--- src/rtl/fir_pkg.sv ---
// fir_pkg: shared widths, default tap value and loader FSM states for the FIR coefficient path.
package fir_pkg;
  localparam int COEF_W = 25;
  localparam int FIR_MAX_LEN = 32;
  localparam logic [COEF_W-1:0] DEFAULT_COEF = 25'h80;
  typedef logic [COEF_W-1:0] coef_t;
  typedef enum logic [1:0] {IDLE, CHECK, SHIFT, DONE} state_t;
endpackage

--- src/rtl/coef_stage_ram.sv ---
// coef_stage_ram: coefficient staging store with one write port, two registered read ports
// and a bulk fill to the default value on reset or init.
module coef_stage_ram #(
  parameter int DEPTH = 32,
  parameter int ADDR_W = 5,
  parameter int COEF_W = 25,
  parameter logic [COEF_W-1:0] INIT = '0
) (
  input  logic              clk,
  input  logic              reset_n,
  input  logic              init,
  input  logic              we,
  input  logic [ADDR_W-1:0] waddr,
  input  logic [COEF_W-1:0] wdata,
  input  logic [ADDR_W-1:0] ra_addr,
  output logic [COEF_W-1:0] ra_data,
  input  logic              rb_en,
  input  logic [ADDR_W-1:0] rb_addr,
  output logic [COEF_W-1:0] rb_data
);
  logic [COEF_W-1:0] mem [DEPTH];
  logic wr_hit;
  assign wr_hit = we && int'(waddr) < DEPTH;
  // Reads see a same-cycle write or fill, so readback is write-first.
  function automatic logic [COEF_W-1:0] peek(input logic [ADDR_W-1:0] a);
    return init ? INIT : (wr_hit && waddr == a) ? wdata : mem[a];
  endfunction
  always_ff @(posedge clk) begin
    if (!reset_n || init) begin
      for (int i = 0; i < DEPTH; i++) mem[i] <= INIT;
    end else if (wr_hit) begin
      mem[waddr] <= wdata;
    end
  end
  always_ff @(posedge clk) begin
    if (!reset_n) begin
      ra_data <= '0;
      rb_data <= '0;
    end else begin
      ra_data <= peek(ra_addr);
      if (rb_en) rb_data <= peek(rb_addr);
    end
  end
endmodule

--- src/rtl/fir_coef_loader.sv ---
// fir_coef_loader: stages CPU-written taps and streams them last-first into the filter
// coefficient chain so that staged tap k lands in filter tap k+1.
module fir_coef_loader
  import fir_pkg::*;
#(
  parameter int MAX_LEN = FIR_MAX_LEN,
  parameter int ADDR_W = $clog2(MAX_LEN),
  parameter int COEF_W = fir_pkg::COEF_W,
  parameter int CE_GAP = 0,
  parameter logic [COEF_W-1:0] DEFAULT_COEF = fir_pkg::DEFAULT_COEF
) (
  input  logic              clk,
  input  logic              reset_n,
  input  logic              wr_en,
  input  logic [ADDR_W-1:0] wr_addr,
  input  logic [31:0]       wr_data,
  input  logic [ADDR_W-1:0] rd_addr,
  output logic [31:0]       rd_data,
  input  logic              load_default,
  input  logic              commit,
  input  logic [31:0]       fir_len,
  output logic [COEF_W-1:0] cfg_din,
  output logic              cfg_ce,
  output logic              busy,
  output logic              done,
  output logic              err_len,
  output logic              wr_drop
);
  localparam int GAP_W = CE_GAP > 0 ? $clog2(CE_GAP + 1) : 1;
  state_t state, next_state;
  logic [31:0] n;
  logic [ADDR_W-1:0] idx, rb_addr;
  logic [GAP_W-1:0] gap;
  logic [COEF_W-1:0] ra_data;
  logic bad, wr_ok, emit, rb_en;
  assign bad = n == 32'd0 || n > 32'(MAX_LEN);
  // A rejected commit never touches the store, so CPU access stays open during that CHECK.
  assign wr_ok = state == IDLE || state == DONE || (state == CHECK && bad);
  assign emit = state == SHIFT && gap == '0;
  assign rb_en = (state == CHECK && !bad) || (emit && idx != '0);
  assign rb_addr = state == CHECK ? n[ADDR_W-1:0] - ADDR_W'(1) : idx - ADDR_W'(1);
  coef_stage_ram #(
    .DEPTH(MAX_LEN),
    .ADDR_W(ADDR_W),
    .COEF_W(COEF_W),
    .INIT(DEFAULT_COEF)
  ) u_ram (
    .clk(clk),
    .reset_n(reset_n),
    .init(load_default && wr_ok),
    .we(wr_en && wr_ok && !load_default),
    .waddr(wr_addr),
    .wdata(wr_data[COEF_W-1:0]),
    .ra_addr(rd_addr),
    .ra_data(ra_data),
    .rb_en(rb_en),
    .rb_addr(rb_addr),
    .rb_data(cfg_din)
  );
  assign rd_data = {{(32-COEF_W){ra_data[COEF_W-1]}}, ra_data};
  always_ff @(posedge clk) begin
    if (!reset_n) state <= IDLE;
    else state <= next_state;
  end
  always_comb begin
    next_state = state == IDLE  ? (commit ? CHECK : IDLE)
               : state == CHECK ? (bad ? IDLE : SHIFT)
               : state == SHIFT ? ((emit && idx == '0) ? DONE : SHIFT)
               : IDLE;
  end
  always_comb begin
    cfg_ce = emit;
    busy = state == CHECK || state == SHIFT;
    done = state == DONE;
  end
  always_ff @(posedge clk) begin
    if (!reset_n) begin
      n <= '0;
      idx <= '0;
      gap <= '0;
      err_len <= 1'b0;
      wr_drop <= 1'b0;
    end else begin
      if (state == IDLE && commit) begin
        n <= fir_len;
        err_len <= 1'b0;
      end
      if (state == CHECK) begin
        idx <= n[ADDR_W-1:0] - ADDR_W'(1);
        gap <= '0;
        err_len <= bad;
      end
      if (emit) begin
        idx <= idx - ADDR_W'(1);
        gap <= GAP_W'(CE_GAP);
      end else if (state == SHIFT) begin
        gap <= gap - GAP_W'(1);
      end
      wr_drop <= (state == IDLE && commit) ? 1'b0 : wr_drop | ((wr_en | load_default) & ~wr_ok);
    end
  end
endmodule

--- config.mk ---
export PLATFORM = sky130hd
export DESIGN_NAME = fir_coef_loader
export DESIGN_NICKNAME = d
export VERILOG_FILES = /design/src/rtl/fir_pkg.sv /design/src/rtl/coef_stage_ram.sv /design/src/rtl/fir_coef_loader.sv
export SDC_FILE = /design/constraint.sdc
export NUM_CORES = 2
export LEC_CHECK = 0
export BUFFER_PORTS_ARGS = -buffer_cell sky130_fd_sc_hd__buf_2
export CELL_PAD_IN_SITES_DETAIL_PLACEMENT = 1
export CELL_PAD_IN_SITES_GLOBAL_PLACEMENT = 1
export CORE_ASPECT_RATIO = 0.7
export CORE_MARGIN = 8
export CORE_UTILIZATION = 46
export CTS_CLUSTER_SIZE = 10
export DETAILED_ROUTE_END_ITERATION = 10
export PLACE_DENSITY = 0.79
export RECOVER_POWER = 25
export SLEW_MARGIN = 15
export SYNTH_ARGS = -nofsm -noshare
export SYNTH_HDL_FRONTEND = slang
export SYNTH_HIERARCHICAL = 1
export SYNTH_SLANG_ARGS = --single-unit
--- constraint.sdc ---
create_clock -name clk -period 12.6 [get_ports clk]
set_clock_uncertainty 0.1 [all_clocks]
set_input_delay 1.89 -clock clk [delete_from_list [all_inputs] [get_ports clk]]
set_output_delay 1.89 -clock clk [all_outputs]
set_load 0.1 [all_outputs]
==> metrics.txt <==
status finished with violations; violated checks max-capacitance violations, max-slew violations; Yosys reg bits 892; Worst Setup End Kind register; share of layout cells above drive strength 1 22.30%; Reg power frac 47.6%; Avg Inst Size Synth 14.59 um2; Synth area leader edfxtp_1; drt wl/cell 35.42 um; Crit path required time 12.83 ns; library cells used by synthesis 59; PostCTS Resize Cnt 0; GRT Total Usage 28.58%; largest family of logic cells by synthesized area multiplexers; CTS H-tree depth 3; Syn Std Cell Area 46120 um2; CP arrival 8.71 ns; Tmin final 8.484 ns; final setup violation count 0; vias per cell 6.732; Yosys top cell area share 52.09%; row count 97; Hold Crit Class reg -> reg; Final HPWL DP 97880 um; Final Cycle Share 67.34%; hold bufs inserted after CTS 0; first drt pass iteration count 8; Int Pwr 0.005272 W; clk slew on worst S/H paths 0.06 ns; clock net sink count 892; Psw 0.001975 W; sequential element share of the synthesized area 56.08%; compound-cell area share of the yosys netlist 4.107%; CTS Root Cell clkbuf_16; post-synthesis mux area share 21.27%; largest net degree at the start of global routing 135; Post-DRT Antenna Nets 0; Post-Synth Adder-Cell Area 0.2170%; leakage 18.16 nW; grt ovf 0; area grow syn2layout 10.32%; Sw Share 27.25%; Max Fclk 117.9 MHz; RePlAce Congestion 0.8530; Synth Warn # 6; Top-Level Pins 141; cts bufs inserted 100; DRT iter0 DRCs 4524; starting density of the core 46.23%; Most used DFF post-synth edfxtp_1; Power Dens Cells 142.4 nW/um2; post-place instance area 48310 um2; crit path kind in -> reg; DIE AREA 110800 um2; Overall Power 0.007247 W; VDD IR-drop max 0.1115 mV; vias 30840; Gate power share 14.7%; post-synthesis xor/xnor area fraction 0.3228%; CTS max path bufs 3; net count after synthesis 3249; final setup TNS 0 ns; fin. max-slew vios 576; post-route design area 50880 um2; Die H 280.9 um; asr flop ratio synth 0%; number of global-route vias before repair 32480; clk_lat worst skew 0.70 ns; commonest non-fill, non-tap cell in the layout edfxtp_1; Startpoint Class primary input; Remaining DRCs 0; Gate Count Post-Synth 3162; commonest cells after routing, fill and taps aside 800 x edfxtp_1, 684 x and2_1, 424 x mux4_2; first-pass GRT wire length 229800 um; Max-slew headroom -120.6%; nets 3239; actual slew at the worst max-slew pin 3.302 ns; Hold Violations, Final 0; dominant cells by area after synthesis edfxtp_1 52%, mux4_2 21%, and2_1 10%; core box area 99760 um2; EDFF count, synth 800; Simple-Gate Fraction of Synth Area 14.69%; RSZ-0062 raised after global routing no; port bufs 133; # Post-CTS Setup Buffers 0; maxcap violations 25; Clock Power Share 37.7%; largest fanout on the critical path 38; initial antenna violation count 8; CTS tree yes; Die W 394.5 um; final wirelength 162300 um
layout make-up:
class                      instances  area, um2
sequential                       892      25860
inverter                          28      105.1
fill                            9651      48890
clock buffer                     178       2856
multi-input combinational       1918      19120
timing repair buffer             212       1161
tap                             1336       1672
antenna                           12      30.03
clock inverter                     5      70.07
logic make-up (layout without fill, tap and decap cells):
family,Yosys count,count (layout)
xor+xnor,17,17
compound gates,278,278
simple gates,1165,1165
fa+ha+maj,8,8
mux,450,450
flops,892,892
other cells,0,12
buf+inv,352,423
path summary, 6_finish.rpt:
kind	startpoint	to	slack (ns)	cells after the start
max	reset_n	u_ram/mem[31][13]	4.12	7
min	n[23]	n[23]	0.36	2
max reg2reg	n[0]	u_ram/mem[31][13]	4.32	12
min reg2reg	n[23]	n[23]	0.36	2
critical path: stages:
cell and delay [ns]:
clkbuf_1 0.64, nor2b_1 0.22, clkbuf_1 1.96, nand4_1 0.27
clkbuf_1 0.86, o21ai_0 2.20, buf_4 0.60
stage by stage:
stage	std cells	hold WS, ns	worst slack (ns)	utilization (%)
floorplan	3162	0.3360	6.999	-
global placement	4386	0.3461	7.082	48.42
detailed placement	4386	0.3516	7.121	48.42
CTS	4569	0.3597	7.402	51.35
global route	4570	0.3779	4.039	50.97
finish	4581	0.3609	4.116	51.00
routing by layer:
| metal | global-route usage, % | vias up | routed length [um] |
|---|---|---|---|
| met2 | 43.41 | 2269 | 71990 |
| met3 | 9.885 | 402 | 22970 |
| met4 | 11.47 | 0 | 7148 |
| met1 | 37.89 | 16100 | 60160 |
| met5 | 0 | - | 0 |
| li1 | - | 12070 | - |
cells in the mapped netlist (all sizes together) (2+ instances only):
library cell and count:
a211oi 10, a21oi 54, a221o 7, a221oi 2
a222oi 17, a22oi 59, a31oi 3, a41o 2
and2 773, buf 96, clkbuf 228, dfxtp 92
edfxtp 800, ha 8, inv 28, mux2i 25
mux4 424, nand2 159, nand2b 7, nand3 25
nand3b 22, nand4 14, nand4b 2, nor2 60
nor2b 16, nor3 23, nor3b 8, nor4 14
nor4b 3, o2111a 2, o21a 2, o21ai 61
o22a 17, o22ai 29, o2bb2ai 2, o32a 4
or2 2, or3 34, xnor2 8, xor2 9
state kept, by name, indices dropped and copies added (netlist names):
signal and flops:
u_ram/mem 800, idx 5, u_ram/ra_data 25, gap 1
n 32, wr_drop 1, err_len 1, u_ram/rb_data 25
state 2
power by group through the flow:
stage | Combinational [W] | Clock [W] | Sequential, W
6_report | 0.00106 | 0.00273 | 0.00345
5_1_grt | 0.00109 | 0.00286 | 0.00346
4_1_cts | 0.00105 | 0.00277 | 0.00345
3_5_place_dp | 0.00105 | 0 | 0.00351
3_3_place_gp | 0.00102 | 0 | 0.00348
2_1_floorplan | 0.000633 | 0 | 0.00353
Power figures use the tool's default switching activity.
